## src/rtl/seg7_pkg.sv

```systemverilog
// rtl/seg7_pkg.sv - segment pattern and code constants for the 7-segment scan reader
// Patterns are active-low, bit0 = segment a .. bit6 = segment g.
package seg7_pkg;

    localparam logic [6:0] SEG_0     = 7'b1000000;
    localparam logic [6:0] SEG_1     = 7'b1111001;
    localparam logic [6:0] SEG_2     = 7'b0100100;
    localparam logic [6:0] SEG_3     = 7'b0110000;
    localparam logic [6:0] SEG_4     = 7'b0011001;
    localparam logic [6:0] SEG_5     = 7'b0010010;
    localparam logic [6:0] SEG_6     = 7'b0000010;
    localparam logic [6:0] SEG_7     = 7'b1111000;
    localparam logic [6:0] SEG_8     = 7'b0000000;
    localparam logic [6:0] SEG_9     = 7'b0010000;
    localparam logic [6:0] SEG_E     = 7'b0000110;
    localparam logic [6:0] SEG_BLANK = 7'b1111111;

    localparam logic [3:0] CODE_E     = 4'hA;
    localparam logic [3:0] CODE_BAD   = 4'hB;
    localparam logic [3:0] CODE_BLANK = 4'hF;

endpackage

```

## src/rtl/seg_pattern_encoder.sv

```systemverilog
// rtl/seg_pattern_encoder.sv - exact-match 7-segment pattern to 4-bit code encoder
// Ports:
//   seg_i  : active-low segment pattern, bit0 = a .. bit6 = g
//   code_o : 4'h0..4'h9 digits, CODE_E for 'E', CODE_BLANK for all-off, CODE_BAD otherwise
module seg_pattern_encoder
    import seg7_pkg::*;
(
    input  logic [6:0] seg_i,
    output logic [3:0] code_o
);

    always_comb begin
        code_o = CODE_BAD;
        case (seg_i)
            SEG_0:     code_o = 4'h0;
            SEG_1:     code_o = 4'h1;
            SEG_2:     code_o = 4'h2;
            SEG_3:     code_o = 4'h3;
            SEG_4:     code_o = 4'h4;
            SEG_5:     code_o = 4'h5;
            SEG_6:     code_o = 4'h6;
            SEG_7:     code_o = 4'h7;
            SEG_8:     code_o = 4'h8;
            SEG_9:     code_o = 4'h9;
            SEG_E:     code_o = CODE_E;
            SEG_BLANK: code_o = CODE_BLANK;
            default:   code_o = CODE_BAD;
        endcase
    end

endmodule

```

## src/rtl/seg7_scan_reader.sv

```systemverilog
// rtl/seg7_scan_reader.sv - recovers digit codes from a multiplexed active-low 7-segment bus
// Ports:
//   clk100_i      : system clock
//   rst_i         : asynchronous reset, active-high
//   an_i          : anode enables, active-low, bit n = digit n
//   seg_i         : segments, active-low, bit0 = a .. bit6 = g
//   digits_o      : last complete frame, digit n at [4n+3:4n]
//   frame_valid_o : one-cycle pulse when digits_o / frame_err_o update
//   frame_err_o   : last frame had a bad pattern or a multi-anode capture
//   timeout_o     : no frame completed for TIMEOUT_CYCLES
module seg7_scan_reader
    import seg7_pkg::*;
#(
    parameter int DIGITS         = 8,
    parameter int STABLE_CYCLES  = 16,
    parameter int TIMEOUT_CYCLES = 2**20
) (
    input  logic                clk100_i,
    input  logic                rst_i,
    input  logic [DIGITS-1:0]   an_i,
    input  logic [6:0]          seg_i,
    output logic [4*DIGITS-1:0] digits_o,
    output logic                frame_valid_o,
    output logic                frame_err_o,
    output logic                timeout_o
);

    localparam int SW = $clog2(STABLE_CYCLES);
    localparam int TW = $clog2(TIMEOUT_CYCLES + 1);
    localparam int IW = (DIGITS > 1) ? $clog2(DIGITS) : 1;

    localparam logic [SW-1:0] STAB_MAX = SW'(STABLE_CYCLES - 1);
    localparam logic [TW-1:0] TMO_MAX  = TW'(TIMEOUT_CYCLES);
    localparam logic [TW-1:0] TMO_FIRE = TW'(TIMEOUT_CYCLES - 1);

    logic [DIGITS-1:0]   an_s1_q, an_s2_q, an_prev_q;
    logic [6:0]          seg_s1_q, seg_s2_q, seg_prev_q;
    logic [SW-1:0]       stab_cnt_q, stab_cnt_d;
    logic                armed_q, armed_d;
    logic [DIGITS-1:0]   seen_q, seen_d;
    logic [4*DIGITS-1:0] frame_buf_q, frame_buf_d;
    logic                err_acc_q, err_acc_d;
    logic [4*DIGITS-1:0] digits_q, digits_d;
    logic                frame_valid_q, frame_valid_d;
    logic                frame_err_q, frame_err_d;
    logic [TW-1:0]       tmo_cnt_q, tmo_cnt_d;
    logic                timeout_q, timeout_d;

    logic                changed, capture, blank, onehot, multi;
    logic                cap_single, cur_err, close;
    logic [DIGITS-1:0]   an_low, seen_next;
    logic [IW-1:0]       idx;
    logic [3:0]          code;

    // Captures use the stable (previous) value, which by definition has held
    // for STABLE_CYCLES when the capture fires.
    seg_pattern_encoder u_enc (
        .seg_i  (seg_prev_q),
        .code_o (code)
    );

    always_comb begin
        changed    = ({an_s2_q, seg_s2_q} != {an_prev_q, seg_prev_q});
        capture    = armed_q && (stab_cnt_q == STAB_MAX);

        an_low     = ~an_prev_q;
        blank      = (an_low == '0);
        onehot     = !blank && ((an_low & (an_low - 1'b1)) == '0);
        multi      = !blank && !onehot;

        // Lowest set index; only meaningful once onehot is known true.
        idx = '0;
        for (int i = DIGITS - 1; i >= 0; i--) begin
            if (an_low[i]) idx = IW'(i);
        end

        cap_single = capture && onehot;
        cur_err    = (capture && multi) || (cap_single && (code == CODE_BAD));
        seen_next  = seen_q | (cap_single ? an_low : '0);
        close      = cap_single && (&seen_next);

        stab_cnt_d = changed ? '0 : ((stab_cnt_q == STAB_MAX) ? stab_cnt_q : stab_cnt_q + 1'b1);
        armed_d    = changed ? 1'b1 : (capture ? 1'b0 : armed_q);

        frame_buf_d = frame_buf_q;
        if (cap_single) frame_buf_d[4*int'(idx) +: 4] = code;

        digits_d      = digits_q;
        frame_err_d   = frame_err_q;
        frame_valid_d = close;
        seen_d        = seen_next;
        err_acc_d     = err_acc_q | cur_err;
        tmo_cnt_d     = (tmo_cnt_q == TMO_MAX) ? tmo_cnt_q : tmo_cnt_q + 1'b1;
        timeout_d     = timeout_q | (tmo_cnt_q == TMO_FIRE);

        // A close overrides a simultaneous timeout expiry.
        if (close) begin
            digits_d    = frame_buf_d;
            frame_err_d = err_acc_q | cur_err;
            seen_d      = '0;
            err_acc_d   = 1'b0;
            tmo_cnt_d   = '0;
            timeout_d   = 1'b0;
        end
    end

    always_ff @(posedge clk100_i or posedge rst_i) begin
        if (rst_i) begin
            an_s1_q       <= '0;
            an_s2_q       <= '0;
            an_prev_q     <= '0;
            seg_s1_q      <= '0;
            seg_s2_q      <= '0;
            seg_prev_q    <= '0;
            stab_cnt_q    <= '0;
            armed_q       <= 1'b0;
            seen_q        <= '0;
            frame_buf_q   <= '1;
            err_acc_q     <= 1'b0;
            digits_q      <= '1;
            frame_valid_q <= 1'b0;
            frame_err_q   <= 1'b0;
            tmo_cnt_q     <= '0;
            timeout_q     <= 1'b0;
        end else begin
            an_s1_q       <= an_i;
            an_s2_q       <= an_s1_q;
            an_prev_q     <= an_s2_q;
            seg_s1_q      <= seg_i;
            seg_s2_q      <= seg_s1_q;
            seg_prev_q    <= seg_s2_q;
            stab_cnt_q    <= stab_cnt_d;
            armed_q       <= armed_d;
            seen_q        <= seen_d;
            frame_buf_q   <= frame_buf_d;
            err_acc_q     <= err_acc_d;
            digits_q      <= digits_d;
            frame_valid_q <= frame_valid_d;
            frame_err_q   <= frame_err_d;
            tmo_cnt_q     <= tmo_cnt_d;
            timeout_q     <= timeout_d;
        end
    end

    assign digits_o      = digits_q;
    assign frame_valid_o = frame_valid_q;
    assign frame_err_o   = frame_err_q;
    assign timeout_o     = timeout_q;

endmodule
```

## config.mk

```make
export PLATFORM = sky130hd
export DESIGN_NAME = seg7_scan_reader
export DESIGN_NICKNAME = d
export VERILOG_FILES = /design/src/rtl/seg7_pkg.sv /design/src/rtl/seg_pattern_encoder.sv /design/src/rtl/seg7_scan_reader.sv
export SDC_FILE = /design/constraint.sdc
export NUM_CORES = 1
export LEC_CHECK = 0
export CAP_MARGIN = 20
export CORE_MARGIN = 10
export CORE_UTILIZATION = 42
export DETAILED_ROUTE_END_ITERATION = 10
export DONT_BUFFER_PORTS = 1
export HOLD_SLACK_MARGIN = 0.03
export RECOVER_POWER = 25
export SYNTH_ARGS = -nofsm -noshare
export SYNTH_HDL_FRONTEND = slang
export SYNTH_SLANG_ARGS = --single-unit
```

## constraint.sdc

```tcl
create_clock -name clk100_i -period 5.8 [get_ports clk100_i]
set_clock_uncertainty 0.2 [all_clocks]
set_input_delay 1.16 -clock clk100_i [delete_from_list [all_inputs] [get_ports clk100_i]]
set_output_delay 1.16 -clock clk100_i [all_outputs]
set_load 0.005 [all_outputs]
```

==> metrics, run 1 <==
number of max-cap violations=0; Setup crit end kind=flop; class of the worst hold path=reg2reg; Cells after Synth=534; setup TNS=0 ns; CP max stage delay=0.76 ns; GR Overflow Total=0; syn_area_per_cell=11.7 um^2; Die W=142 um; clk buf depth=2; Largest delay share family, worst path=simple AND/OR/NAND/NOR gates; Synth async-reset ratio=1.00; area of the multi-input gates=2310 um^2; dpl hpwl=approximately 8000 um; internal power=1.71 mW; Reg area=3760 um^2; antenna viol nets, final=0; Synth cell types=between 60 and 70; post-synth net total=between 500 and 600; slowest CP cell=nor4_1; die height=142 um; drt total wl=approximately 12000 um; Switch Pwr=0.480 mW; critical-path cell list=inv_1, o31ai_1, ha_1, ha_1, nand4_1, nor4_1, mux2_2, mux2_2; synthesis-stage register bit count=147; core area=14500 um^2; WP buf/inv=1; Site Rows=44; worst-margin pin slew=a little under 1 ns; commonest non-fill, non-tap cell in the layout=dfrtp_1; min Tclk post-route=approximately 3.8 ns; initial cell density of the core=0.430; Synth Warn #=0; Synth Flop Type=dfrtp_1; startpoint types=flop; Clock transition at path regs=0.06 ns; most frequent cells in the layout=dfrtp_1, dfstp_2, nor2_1; num ports=52; share of cells above drive strength 1=0.268; status=complete, no violations; Via density=5.30; Hold Buf Count CTS=0; WL/cell=16.3 um; GP Congestion=0.845; Reg2Reg Setup Slack=2.02 ns; largest net degree at the start of global routing=114; worst vdd ir=265 uV; setup repair bufs after CTS=0; register area share after synthesis=0.602; logic gate share of total power=0.030; Sw Share=0.220; worst hold stages=0; DR pass1 iterations=4; Seq pwr share=0.487; CTS tree=yes; Worst Reg2Reg Path Length in Cells=8; CTS Buf Count=17; LEAKAGE=3.04 nW; Cell Area, Synth=6250 um^2; setup ws final=2.02 ns; initial DRC count=213; vias in the first global route=3813; Crit Path Class=reg2reg; dpl ws=2.03 ns; PwrDens=314 nW/um^2; Final period util=0.652; clk sinks=147; Final Hold Viols=0; worst endpoint required time=between 5 and 6 ns; CTS root buf=clkbuf_16; CP Max Fanout=9; reg2reg start=an_prev_q[1]; fmax=between 0.2 and 0.3 GHz; worst path arrival time=3.93 ns; die area=a little over 20000 um^2; number of flops mapped to enable cells by yosys=0; P&R area growth vs syn=11.3%; FF-to-FF End=digits_o[18]; Final setup viols=0; # DRC=0; first-pass GRT wire length=19900 um; worst skew pair latency=0.42 ns; initial antenna violation count=0; vias=3839; RSZ-0062 raised after global routing=false; Buffers on Ports=0; final slew viol count=0; Slew headroom=0.342; Gates resized, CTS repair=0; GRT Overall Usage=0.124; WHS Endpoint=an_s2_q[2]; critical hold path startpoint=an_s1_q[2]; H-tree Lvls=4; diodes inserted=0; Fillers=1324; Clk pwr share=0.483; Net count, final=550
-- cells by family (layout without fill, tap and decap cells) --
group,after synthesis,in the layout,synth area share
DFF,147,147,0.602
AOI/OAI and AO/OA,61,61,0.0669
and+or+nand+nor,203,203,0.167
xor gates and xnor gates,37,37,0.0519
adders and majority gates,6,6,0.0116
muxes,38,38,0.0715
buffers and inverters,42,49,0.0294
-- cells in the mapped netlist, types with 9 or more instances --
cell,count,area (um^2)
nand2_1,43,161
clkbuf_1,9,33.8
nor2_1,57,214
inv_1,12,45.0
xor2_1,32,280
a31oi_1,17,106
nand3_1,19,95.1
mux2_2,27,304
a21oi_1,13,65.1
nand4_1,9,56.3
dfrtp_1,83,2080
nor3_1,11,55.1
dfstp_2,64,1680
nor4_1,10,62.6
buf_2,14,70.1
-- worst max path at each step --
stage,startpoint,slack (ns),to,cells past startpoint
5_1_grt,an_prev_q[7],1.65,digits_o[18],9
3_3_place_gp,an_prev_q[7],2.09,digits_o[19],9
3_5_place_dp,an_prev_q[7],2.03,digits_o[18],9
2_1_floorplan,rst_i,0.59,an_prev_q[0],1
4_1_cts,an_prev_q[7],2.01,digits_o[18],9
6_report,an_prev_q[1],2.02,digits_o[18],8
-- final cells by class --
class	instances	share of cell area
clock buffers	19	0.0637
clock inverters	13	0.0194
inverters	14	0.00828
multi-input cells	345	0.332
flip-flops and latches	147	0.541
well taps	184	0.0331
repair buffers	3	0.00324
-- stage by stage --
stage | total power [mW] | std cells | hold WS, ns | util | cell area [um^2]
2_1_floorplan | 1.13 | 534 | 0.131 | - | 6250
3_3_place_gp | 1.15 | 693 | 0.134 | 0.439 | 6370
3_5_place_dp | 1.15 | 693 | 0.135 | 0.439 | 6370
4_1_cts | 2.22 | 725 | 0.148 | 0.478 | 6950
5_1_grt | 2.28 | 725 | 0.154 | 0.478 | 6950
6_report | 2.19 | 725 | 0.148 | 0.478 | 6950
-- power by group through the flow --
| stage | Clock [mW] | Combinational (mW) | Sequential (mW) |
|---|---|---|---|
| 3_3_place_gp | 0 | 0.0680 | 1.08 |
| 2_1_floorplan | 0 | 0.0618 | 1.07 |
| 3_5_place_dp | 0 | 0.0685 | 1.08 |
| 6_report | 1.05 | 0.0666 | 1.06 |
| 4_1_cts | 1.09 | 0.0687 | 1.06 |
| 5_1_grt | 1.13 | 0.0772 | 1.07 |
-- metal layers --
layer,up-vias,wire length (um),part of all wire,track usage
met5,-,0,0,0
met3,13,715,0.061,0.0471
met1,1875,5560,0.47,0.165
li1,1869,-,-,-
met2,82,5380,0.46,0.178
met4,0,138,0.012,0.0500
-- worst register-to-register path: stages (launching register included) --
cell and delay (ns):
dfrtp_1 0.54, inv_1 0.14, o31ai_1 0.75, ha_1 0.27, ha_1 0.22, nand4_1 0.12
nor4_1 0.76, mux2_2 0.43, mux2_2 0.26
-- sequential cells by signal, summed over array words and instances (netlist names), 4 cells and up --
name	count
seg_s2_q	7
an_s2_q	8
stab_cnt_q	4
seg_s1_q	7
tmo_cnt_q	21
an_prev_q	8
seen_q	8
frame_buf_q	32
seg_prev_q	7
digits_o	32
an_s1_q	8
Note: power is estimated with default switching activity, not from simulation.
==> run 2, diff against run 1 <==
==> constraint.sdc (replaced) <==
create_clock -name clk100_i -period 3.6 [get_ports clk100_i]
set_clock_uncertainty 0.2 [all_clocks]
set_input_delay 0.72 -clock clk100_i [delete_from_list [all_inputs] [get_ports clk100_i]]
set_output_delay 0.72 -clock clk100_i [all_outputs]
set_load 0.005 [all_outputs]
==> run 2 against run 1 <==
- global-route usage up 0.26 points
- count of clock-buffer cells in the layout up 2
- cell count up 2.3%
- sequential share of layout area down 1.4 points
- worst setup slack worse by 1.7 ns
- largest cell class unchanged
- sequential cell count unchanged
- register-to-register slack worse by 1.7 ns
==> metrics, run 2 (synthesis results as in run 1) <==
status=complete, no violations; DR pass1 iterations=4 (unchanged); die area=20200 um^2 (unchanged); CTS root buf=clkbuf_16; Die W=142 um (unchanged); GR Overflow Total=0 (unchanged); PwrDens=512 nW/um^2 (+63%); Buffers on Ports=0 (unchanged); LEAKAGE=3.15 nW (+3.8%); vias=3943 (+2.7%); Worst Reg2Reg Path Length in Cells=8 (unchanged); RSZ-0062 raised after global routing=false; diodes inserted=0 (unchanged); critical hold path startpoint=an_i[0]; number of max-cap violations=0 (unchanged); most frequent cells in the layout=dfrtp_1, dfstp_2, nor2_1; Final setup viols=0 (unchanged); Reg2Reg Setup Slack=0.32 ns (-1.70 ns); Final Hold Viols=0 (unchanged); Clock transition at path regs=0.06 ns (about the same); antenna viol nets, final=0 (unchanged); WHS Endpoint=an_s1_q[0]; worst path arrival time=3.43 ns (-0.50 ns); # DRC=0 (unchanged); Crit Path Class=reg2reg; clk buf depth=2 (unchanged); vias in the first global route=3895 (+2.2%); Fin Hold WS=0.126 ns (-0.0220 ns); worst vdd ir=378 uV (+43%); WL/cell=16.1 um (-1.0%); num ports=52 (unchanged); worst endpoint required time=3.75 ns (-2.19 ns); clk sinks=147 (unchanged); Slew headroom=0.328 (-0.0140); core area=14500 um^2 (unchanged); worst-margin pin slew=1.01 ns (+0.0300 ns); worst hold stages=0 (unchanged); setup TNS=0 ns (unchanged); FF-to-FF End=digits_o[31]; die height=142 um (unchanged); initial antenna violation count=0 (unchanged); largest net degree at the start of global routing=78 (-32%); reg2reg start=an_prev_q[1]; Net count, final=567 (+3.1%); P&R area growth vs syn=14.3%; fmax=0.305 GHz (+15%); CTS Buf Count=17 (unchanged); CTS tree=yes; Via density=5.31 (+0.36%); worst skew pair latency=0.42 ns (about the same); Site Rows=44 (unchanged); drt total wl=11900 um (+1.3%); initial cell density of the core=0.430 (unchanged); commonest non-fill, non-tap cell in the layout=dfrtp_1; GRT Overall Usage=0.127 (+0.00258); Setup crit end kind=flop; H-tree Lvls=4 (unchanged); Gates resized, CTS repair=0 (unchanged); first-pass GRT wire length=20400 um (+2.1%); dpl hpwl=8330 um (+4.0%); min Tclk post-route=3.28 ns (-0.504 ns); startpoint types=flop; Final period util=0.911 (+0.258); initial DRC count=224 (+5.2%); share of cells above drive strength 1=0.290 (+0.0223); CP Max Fanout=7 (-2); final slew viol count=0 (unchanged); GP Congestion=0.867 (+2.6%); class of the worst hold path=in2reg
run 2: layout make-up:
cell class	instances	area, um^2
fill	1316	7390
sequential	147	3760
multi-input combinational	345	2310
clock buffer	21	470
tap	184	230
timing repair buffer	20	175
clock inverter	11	148
inverter	14	53.8
run 2: how the worst max path moves through the flow:
stage / start / end / slack [ns] / depth (start not counted)
final: an_prev_q[1] / digits_o[31] / 0.32 / 8
after global placement: an_prev_q[4] / digits_o[23] / 0.47 / 9
after detailed placement: an_prev_q[4] / digits_o[31] / 0.36 / 9
after floorplan: an_prev_q[4] / digits_o[31] / 0.49 / 10
after global routing: an_prev_q[4] / digits_o[19] / 0.15 / 10
after CTS: an_prev_q[4] / digits_o[31] / 0.33 / 9
run 2: metal layers:
layer  vias up  part of all wire  global-route usage
li1       1894                 -                   -
met1      1950              0.46               0.164
met2        81              0.46               0.188
met3        18             0.054              0.0421
met4         0             0.017              0.0586
met5         -                 0                   0
run 2: power by group:
part	internal [mW]	switching (mW)
combinational	0.0465	0.0828
clock	1.15	0.666
sequential	1.68	0.0288
total	2.88	0.777
run 2: timing repair:
| action | 4_1_cts | 5_1_grt |
|---|---|---|
| hold buffers | 1 | 0 |
| setup buffers | 0 | 0 |
| hold endpoints to repair | 4 | 0 |
run 2: worst max-delay path, stage by stage (launching register included):
cell and delay [ns]:
dfrtp_1 0.49, inv_1 0.13, o31ai_1 0.42, ha_1 0.23, ha_1 0.24, buf_4 0.16
or4_1 0.68, mux2_1 0.39, mux2_2 0.27
run 2: stage by stage:
step / cells / util / area, um^2 / power, mW / worst slack (ns)
2_1_floorplan: 534 / - / 6250 / 1.82 / 0.490
3_3_place_gp: 709 / 0.449 / 6530 / 1.87 / 0.472
3_5_place_dp: 709 / 0.449 / 6530 / 1.87 / 0.360
4_1_cts: 742 / 0.493 / 7160 / 3.70 / 0.332
5_1_grt: 742 / 0.491 / 7140 / 3.80 / 0.150
6_report: 742 / 0.491 / 7140 / 3.65 / 0.322
==> run 3, diff against run 2 <==
--- a/config.mk
+++ b/config.mk
@@ -6,11 +6,12 @@
 export NUM_CORES = 1
 export LEC_CHECK = 0
 export CAP_MARGIN = 20
-export CORE_MARGIN = 10
-export CORE_UTILIZATION = 42
+export CORE_MARGIN = 2
+export CORE_UTILIZATION = 63
 export DETAILED_ROUTE_END_ITERATION = 10
 export DONT_BUFFER_PORTS = 1
 export HOLD_SLACK_MARGIN = 0.03
+export PLACE_DENSITY = 0.79
 export RECOVER_POWER = 25
 export SYNTH_ARGS = -nofsm -noshare
 export SYNTH_HDL_FRONTEND = slang
==> constraint.sdc (replaced) <==
create_clock -name clk100_i -period 3.6 [get_ports clk100_i]
set_clock_uncertainty 0.2 [all_clocks]
set_input_delay 0.72 -clock clk100_i [delete_from_list [all_inputs] [get_ports clk100_i]]
set_output_delay 0.72 -clock clk100_i [all_outputs]
set_load 0.02 [all_outputs]
==> run 3 against run 2 <==
- sequential power about the same
- sequential share of layout area is 0.35 points higher
- total power shrank 7.4%
- worst setup slack better by 0.013 ns
- non-clock buffer count up 12
- combinational power grew 6%
- first-iteration DRC count fell by 17%
- wire length is essentially flat
- critical path depth grew 1
- hold slack gained 0.022 ns
==> metrics, run 3 (synthesis results as in run 1) <==
status=complete, no violations; Die W=104 um (-27%); met1 usage=0.309 (+0.146); CTS tree=yes; critical path depth=9 (+1); WL/cell=17.0 um (+5.5%); Core Util, Final=0.733 (+0.241); share of cells above drive strength 1=0.275 (-0.0149); fmax=0.306 GHz (+0.39%); min Tclk post-route=3.27 ns (-0.0126 ns); CTS Buf Count=17 (unchanged); H-tree Lvls=4 (unchanged); commonest non-fill, non-tap cell in the layout=dfrtp_1; Final period util=0.907 (-0.00351); Crit. Startpoint=an_prev_q[4]; vias in the first global route=4209 (+8.1%); WP buf/inv=2 (unchanged); most frequent cells in the layout=dfrtp_1, dfstp_2, nor2_1; Setup crit end kind=flop; worst endpoint required time=3.86 ns (+0.11 ns); Site Rows=36 (-18%); Slew headroom=0.177 (-0.151); setup ws final=0.335 ns (+0.0126 ns); Final setup viols=0 (unchanged); Via density=5.80 (+9.2%); Reg2Reg Setup Slack=0.33 ns (about the same); LEAKAGE=3.15 nW (-0.19%); PwrDens=477 nW/um^2 (-6.8%); grt met3 use=0.0736 (+0.0316); worst skew pair latency=0.53 ns (+0.11 ns); setup TNS=0 ns (unchanged); worst path arrival time=3.53 ns (+0.10 ns); class of the worst hold path=reg2reg; Largest delay share family, worst path=simple AND/OR/NAND/NOR gates; die height=104 um (-27%); GRT Overall Usage=0.243 (+0.116); worst vdd ir=390 uV (+3.0%); reg2reg start=an_prev_q[4]; final slew viol count=0 (unchanged); CP Max Fanout=7 (unchanged); Layout Cells excl Fill=703 (-5.3%); Placed Cells=655 (-7.6%); # DRC=0 (unchanged); initial cell density of the core=0.645 (+0.215); vias=4080 (+3.5%); initial antenna violation count=0 (unchanged); dpl hpwl=7770 um (-6.7%); Fin Hold WS=0.147 ns (+0.0217 ns); worst hold stages=0 (unchanged); diodes inserted=0 (unchanged); RSZ-0062 raised after global routing=false; critical-path cell list=inv_1, a211oi_1, o21bai_1, ha_1, ha_1, buf_4, or4_1, mux2_1, mux2_4; CP max stage delay=0.68 ns (about the same); GRT busiest layer=met2; FF-to-FF End=digits_o[23]; number of max-cap violations=0 (unchanged); GR Overflow Total=0 (unchanged); DR pass1 iterations=4 (unchanged); GP Congestion=0.880 (+1.5%); drt total wl=11900 um (about the same); met2 Use GR=0.391 (+0.203); startpoint types=flop; initial DRC count=185 (-17%); P&R area growth vs syn=13.5%; Worst Reg2Reg Path Length in Cells=9 (+1); Final Hold Viols=0 (unchanged); CP most frequent cell=ha_1; num ports=52 (unchanged); Buffers on Ports=0 (unchanged); core area=9680 um^2 (-33%); Net count, final=579 (+2.1%); dpl ws=0.375 ns (+0.0146 ns); die area=10700 um^2 (-47%); clk buf depth=2 (unchanged); largest net degree at the start of global routing=76 (-2.6%); WHS Endpoint=an_s2_q[1]; Crit Path Class=reg2reg; first-pass GRT wire length=20700 um (+1.7%); Clock transition at path regs=0.06 ns (about the same); slowest CP cell=or4_1; worst-margin pin slew=1.23 ns (+0.220 ns); clk sinks=147 (unchanged); critical hold path startpoint=an_s1_q[1]; antenna viol nets, final=0 (unchanged); Gates resized, CTS repair=0 (unchanged); CTS root buf=clkbuf_8
==> run 3: worst max path at each step <==
stage | to | slack (ns)
after floorplan | digits_o[31] | 0.49
after global placement | digits_o[23] | 0.46
after detailed placement | digits_o[23] | 0.37
after global routing | digits_o[18] | 0.16
after CTS | digits_o[23] | 0.36
final | digits_o[23] | 0.33
==> run 3: layout make-up <==
cell class / count / area, um^2
inverter: 14 / 53.8
multi-input combinational: 345 / 2310
clock buffer: 21 / 439
timing repair buffer: 32 / 293
fill: 623 / 2590
tap: 133 / 166
sequential: 147 / 3760
clock inverter: 11 / 77.6
==> run 3: what timing repair did <==
item | CTS | global route
hold buffers | 16 | 0
setup buffers | 0 | 0
hold endpoints to repair | 16 | 0
==> run 3: worst register-to-register path, cell delays in order, from the launching register on <==
cell      delay (ns)
dfrtp_1         0.46
inv_1           0.13
a211oi_1        0.34
o21bai_1        0.10
ha_1            0.19
ha_1            0.29
buf_4           0.16
or4_1           0.68
mux2_1          0.39
mux2_4          0.26
==> run 3: metrics by stage <==
step           total power [mW]  instance area, um^2
3_5_place_dp               1.86                 6430
5_1_grt                    3.52                 7090
2_1_floorplan              1.82                 6250
3_3_place_gp               1.86                 6430
4_1_cts                    3.42                 7110
6_report                   3.38                 7090
==> run 3: power breakdown <==
group          switching (mW)  internal (mW)  leakage [nW]
combinational          0.0843         0.0525          1.20
sequential             0.0305           1.68          1.70
clock                   0.667          0.867         0.253
==> run 3: metal layers <==
metal,share of wire,vias up,wire length [um]
li1,-,1920,-
met1,0.43,2029,5130
met2,0.50,106,5950
met3,0.046,25,550
met4,0.026,0,315
met5,0,-,0
